File: config.mk
export PLATFORM = sky130hd
export DESIGN_NAME = memoria_instrucoes_boot
export DESIGN_NICKNAME = d
export VERILOG_FILES = /design/src/rtl/isa_pkg.sv /design/src/rtl/mem_boot_seq.sv /design/src/rtl/memoria_instrucoes_boot.sv
export SDC_FILE = /design/constraint.sdc
export NUM_CORES = 1
export LEC_CHECK = 0
export CORE_MARGIN = 4
export CORE_UTILIZATION = 60
export CTS_CLUSTER_DIAMETER = 120
export DETAILED_ROUTE_END_ITERATION = 8
export PLACE_DENSITY = 0.79
export SLEW_MARGIN = 15
export SYNTH_ARGS = -nofsm -noshare
export SYNTH_HDL_FRONTEND = slang
export SYNTH_SLANG_ARGS = --single-unit
export TNS_END_PERCENT = 100
File: constraint.sdc
create_clock -name Clock -period 4.7 [get_ports Clock]
set_clock_uncertainty 0.15 [all_clocks]
set_input_delay 0.705 -clock Clock [delete_from_list [all_inputs] [get_ports Clock]]
set_output_delay 0.705 -clock Clock [all_outputs]
set_load 0.1 [all_outputs]
File: src/rtl/isa_pkg.sv
// Instruction encoding constants and the fixed boot program table.
// Shared by the boot sequencer and the instruction memory top.
package isa_pkg;

  localparam logic [2:0]  ADD = 3'd2;
  localparam logic [2:0]  SUB = 3'd3;
  localparam logic [15:0] NOP = 16'd0;

  localparam logic [2:0] R0 = 3'd0;
  localparam logic [2:0] R1 = 3'd1;
  localparam logic [2:0] R2 = 3'd2;
  localparam logic [2:0] R3 = 3'd3;

  typedef enum logic {
    S_INIT = 1'b0,
    S_RUN  = 1'b1
  } boot_st_e;

  function automatic logic [15:0] enc(
    input logic [2:0] op,
    input logic [2:0] rd,
    input logic [2:0] rs,
    input logic [2:0] rt
  );
    return {op, rd, rs, rt, 4'b0000};
  endfunction

  function automatic logic [15:0] boot_word(
    input logic [31:0] addr
  );
    logic [15:0] w;
    case (addr)
      32'd0:  w = enc(ADD, R0, R1, R2);
      32'd1:  w = enc(SUB, R0, R1, R2);
      32'd2,
      32'd3,
      32'd4,
      32'd5:  w = enc(ADD, R0, R1, R2);
      32'd6:  w = enc(SUB, R0, R1, R2);
      default: w = NOP;
    endcase
    return w;
  endfunction

endpackage

File: src/rtl/mem_boot_seq.sv
// Boot sequencer: walks every address once after reset, then hands over.
// Ports: Clock/Resetn in; o_init_we/addr/data write port; o_busy status.
module mem_boot_seq
  import isa_pkg::*;
#(
  parameter int DATA_W  = 16,
  parameter int ADDR_W  = 4,
  parameter bit BOOT_EN = 1'b1
) (
  input  logic              Clock,
  input  logic              Resetn,
  output logic              o_init_we,
  output logic [ADDR_W-1:0] o_init_addr,
  output logic [DATA_W-1:0] o_init_data,
  output logic              o_busy
);

  boot_st_e          r_state;
  boot_st_e          w_next;
  logic [ADDR_W-1:0] r_cnt;

  always_ff @(posedge Clock or negedge Resetn) begin
    if (!Resetn) begin
      r_state <= S_INIT;
      r_cnt   <= '0;
    end else begin
      r_state <= w_next;
      // natural wrap returns the counter to 0 as RUN is entered
      if (r_state == S_INIT)
        r_cnt <= r_cnt + 1'b1;
    end
  end

  always_comb begin
    w_next = r_state;
    if (r_state == S_INIT && r_cnt == {ADDR_W{1'b1}})
      w_next = S_RUN;
  end

  always_comb begin
    o_busy      = (r_state == S_INIT);
    o_init_we   = (r_state == S_INIT);
    o_init_addr = r_cnt;
    o_init_data = '0;
    if (BOOT_EN)
      o_init_data = DATA_W'(boot_word(32'(r_cnt)));
  end

endmodule

File: src/rtl/memoria_instrucoes_boot.sv
// Instruction memory with registered read, write port and boot reload.
// Ports: Rd_En/Rd_Address -> Q/Q_Valid; Wren/Wr_Address/Din -> Wr_Ack.
module memoria_instrucoes_boot
  import isa_pkg::*;
#(
  parameter int DATA_W  = 16,
  parameter int ADDR_W  = 4,
  parameter bit BOOT_EN = 1'b1
) (
  input  logic              Clock,
  input  logic              Resetn,
  input  logic              Rd_En,
  input  logic [ADDR_W-1:0] Rd_Address,
  output logic [DATA_W-1:0] Q,
  output logic              Q_Valid,
  input  logic              Wren,
  input  logic [ADDR_W-1:0] Wr_Address,
  input  logic [DATA_W-1:0] Din,
  output logic              Wr_Ack,
  output logic              Init_Busy
);

  localparam int DEPTH = 1 << ADDR_W;

  logic [DATA_W-1:0] r_mem [DEPTH];

  logic              w_init_we;
  logic [ADDR_W-1:0] w_init_addr;
  logic [DATA_W-1:0] w_init_data;
  logic              w_busy;

  logic              w_rd;
  logic              w_wr;
  logic              w_we;
  logic [ADDR_W-1:0] w_wa;
  logic [DATA_W-1:0] w_wd;
  logic              w_bypass;

  mem_boot_seq #(
    .DATA_W  (DATA_W),
    .ADDR_W  (ADDR_W),
    .BOOT_EN (BOOT_EN)
  ) u_seq (
    .Clock       (Clock),
    .Resetn      (Resetn),
    .o_init_we   (w_init_we),
    .o_init_addr (w_init_addr),
    .o_init_data (w_init_data),
    .o_busy      (w_busy)
  );

  assign Init_Busy = w_busy;

  // port requests are dropped while the sequencer owns the array
  assign w_rd = Rd_En && !w_busy;
  assign w_wr = Wren  && !w_busy;

  assign w_we = w_busy ? w_init_we   : w_wr;
  assign w_wa = w_busy ? w_init_addr : Wr_Address;
  assign w_wd = w_busy ? w_init_data : Din;

  assign w_bypass = w_wr && (Wr_Address == Rd_Address);

  always_ff @(posedge Clock) begin
    if (w_we)
      r_mem[w_wa] <= w_wd;
  end

  always_ff @(posedge Clock or negedge Resetn) begin
    if (!Resetn) begin
      Q       <= '0;
      Q_Valid <= 1'b0;
      Wr_Ack  <= 1'b0;
    end else begin
      Q_Valid <= w_rd;
      Wr_Ack  <= w_wr;
      if (w_rd)
        Q <= w_bypass ? Din : r_mem[Rd_Address];
    end
  end

endmodule

==> results.cfg <==
[pwr]
comb_power_share_pct = 8.6
leakage_uw = 0.00413
p_sw_uw = 1220
worst_ir_drop_vdd_mv = 0.459
internal-power_uw = 4220
switching_share_pct = 22.4
power_density_nw_per_um2 = 431
clkPwrFrac_pct = 40.7
power_uw = 5440
pwr-share-seq_pct = 50.8

[setup_path]
worst_setup_path_start_kind = register
cp_max_fo = 34
crit_required_ns = 3.85
cp.arrival_ns = 3.20
path_class = register to primary output
endpoint_kind = primary output

[clock_network]
cts_sinks = 279
ctsResizeCount = 0
clockBufferDepth = 3
cts_root_buf = clkbuf_16
h-tree-depth = 1
cts_tree = yes
clk_latency_ns = 0.52
cts_setup_buffers = 0
cts_buffers = 27
cts.clk_slew.worst_paths_ns = 0.06
postCtsHoldBufs = 0

[grt]
grt-ovfl-total = 0
grt_use_met2_pct = 36.9
grt_most_used_layer = met2
grt_pass1_vias = 5753
grt_start_max_net_pins = 48
met3_usage_pct = 4.82
antenna_found_initial = 1
grt_use_total_pct = 24.0
met1_usage_pct = 35.8
grt_pass1_wl_um = 35700

[timing]
hold_violations = 0
max_freq_ghz = 0.247
setup_slack_ns = 0.646
worst_pin_slew_ns = 1.19
slew_headroom_pct = 20.7
tns_ns = 0
fin_crit_ns = 4.05
slew_viol_final = 0
rsz0062_at_grt = false
fin_crit_sh_pct = 86.3
setup_violations = 0

[synth]
synth_cell_types = 34
synth_flop_cell = edfxtp_1
syn_area_um2 = 11000
async_flop_share_pct = 8.24
syn_inst = 532
ys_ff_latch = 279
yosysWarnings = 0
seq_area_frac_synth_pct = 75.3
synth_fp_nets = 564
avgSynthCellArea_um2 = 20.6
synth_edf_count = 256

[run_status]
status = complete, no violations

[floorplanning]
rows = 49
ios = 47
core_um2 = 18000
dieHeight_um = 143
dieArea_um2 = 20500
die_w_um = 143
start_util_pct = 61.1

[placement]
hpwl_um = 13900
dp_worst_setup_slack_ns = 1.23
gp_congestion = 0.792
place_area_um2 = 11700
io_buffers = 46

[detailed_routing]
wl_um = 24200
drc = 0
viasPerCell = 6.72
vias = 5650
ant_nets = 0
drt_iter0_drc = 783
first_pass_iters = 5
post_drt_wl_per_cell_um = 28.8

[finish]
num_antenna_cells = 0
fin_area_um2 = 12600
drive_gt1_share_pct = 23.9
utilization_pct = 70.4
areaGrowthSynthToFinish_pct = 15.1
nets = 624

[job]
cap_violations = 0

[min_path]
min_path_type = register to register
path summary, 6_finish.rpt:
path | from | endpoint | slack [ns] | cells after the start
max | u_seq.r_state$_DFFE_PN0P_ | Init_Busy | 0.65 | 2
min | Q[15]$_DFFE_PN0P_ | Q[15]$_DFFE_PN0P_ | 0.37 | 1
max reg2reg | u_seq.r_state$_DFFE_PN0P_ | r_mem[5][8]$_DFFE_PP_ | 1.17 | 4
min reg2reg | Q[15]$_DFFE_PN0P_ | Q[15]$_DFFE_PN0P_ | 0.37 | 1
max in group asynchronous | Resetn | Q[9]$_DFFE_PN0P_ | 3.74 | 2
min in group asynchronous | Resetn | Wr_Ack$_DFF_PN0_ | 0.40 | 2
metal layers:
layer  up-vias  routed length (µm)
li1       2338                   -
met1      2899                9510
met2       350               11600
met3        61                2340
met4         2                 753
met5         -                  13
power by group through the flow:
stage | clock network, µW | registers (µW) | logic (µW)
floorplan | 0 | 2960 | 175
global placement | 0 | 2810 | 455
detailed placement | 0 | 2820 | 464
CTS | 2240 | 2760 | 467
global route | 2350 | 2760 | 487
finish | 2210 | 2760 | 465
layout by cell type, fill, tap and decap left out, types with 2 or more instances in the layout:
cell	synthesis	final
a21boi_0	5	5
a21boi_1	11	11
a21oi_1	2	2
a221o_1	16	16
a22o_1	2	2
a22oi_1	32	32
a31oi_1	5	5
and2_1	14	14
buf_4	1	17
bufinv_16	0	4
clkbuf_1	11	5
clkbuf_16	0	27
clkbuf_8	0	3
clkdlybuf4s50_1	0	44
clkinv_2	0	5
clkinvlp_4	0	2
dfrtp_1	23	23
edfxtp_1	256	256
ha_1	4	4
inv_1	4	4
mux2_2	2	2
mux2i_1	3	3
mux4_2	64	64
nand2_1	10	10
nand3_1	2	2
nand4_1	2	2
nor2_1	21	5
nor2_2	1	17
nor2b_1	4	4
nor3_1	2	2
nor3b_1	3	3
xnor2_1	5	5
xor2_1	3	3
registers in the layout, indices dropped and copies added, names as in the netlist:
name / cells
r_mem: 256
Q: 16
u_seq.o_init_addr: 4
Q_Valid: 1
Wr_Ack: 1
u_seq.r_state: 1
worst max-delay path: stages (launching register included):
cell and delay [ns]:
dfrtp_1 1.13, inv_1 0.44, clkdlybuf4s50_1 1.10
cells by family after synthesis:
logic type,after synthesis,synth area share (%)
flops,279,75.3
simple gates,60,2.70
mux,69,13.6
compound gates,76,5.60
buf+inv,36,1.74
xor+xnor,8,0.638
fa+ha+maj,4,0.456
metrics by stage:
| stage | hold WS [ns] | instances |
|---|---|---|
| 6_report | 0.366 | 841 |
| 5_1_grt | 0.391 | 841 |
| 4_1_cts | 0.369 | 841 |
| 2_1_floorplan | 0.259 | 532 |
| 3_3_place_gp | 0.351 | 792 |
| 3_5_place_dp | 0.354 | 792 |
cells in the mapped netlist, types with 3 or more instances:
| library cell | number | area [µm²] |
|---|---|---|
| edfxtp_1 | 256 | 7690 |
| mux4_2 | 64 | 1440 |
| a22oi_1 | 32 | 240 |
| dfrtp_1 | 23 | 576 |
| nor2_1 | 21 | 78.8 |
| a221o_1 | 16 | 160 |
| and2_1 | 14 | 87.6 |
| buf_2 | 12 | 60.1 |
| a21boi_1 | 11 | 82.6 |
| clkbuf_1 | 11 | 41.3 |
| nand2_1 | 10 | 37.5 |
| a21boi_0 | 5 | 37.5 |
| a31oi_1 | 5 | 31.3 |
| buf_6 | 5 | 56.3 |
| xnor2_1 | 5 | 43.8 |
| ha_1 | 4 | 50.1 |
| inv_1 | 4 | 15.0 |
| nor2b_1 | 4 | 25.0 |
| buf_1 | 3 | 11.3 |
| mux2i_1 | 3 | 30.0 |
| nor3b_1 | 3 | 22.5 |
| xor2_1 | 3 | 26.3 |
cell type report:
type	count	area [µm²]
Clock buffer	35	736
Clock inverter	14	184
Fill cell	1075	5320
Inverter	4	15.0
Multi-Input combinational cell	217	2560
Sequential cell	279	8260
Tap cell	229	287
Timing Repair Buffer	63	593
(Power assumes the default switching activity.)
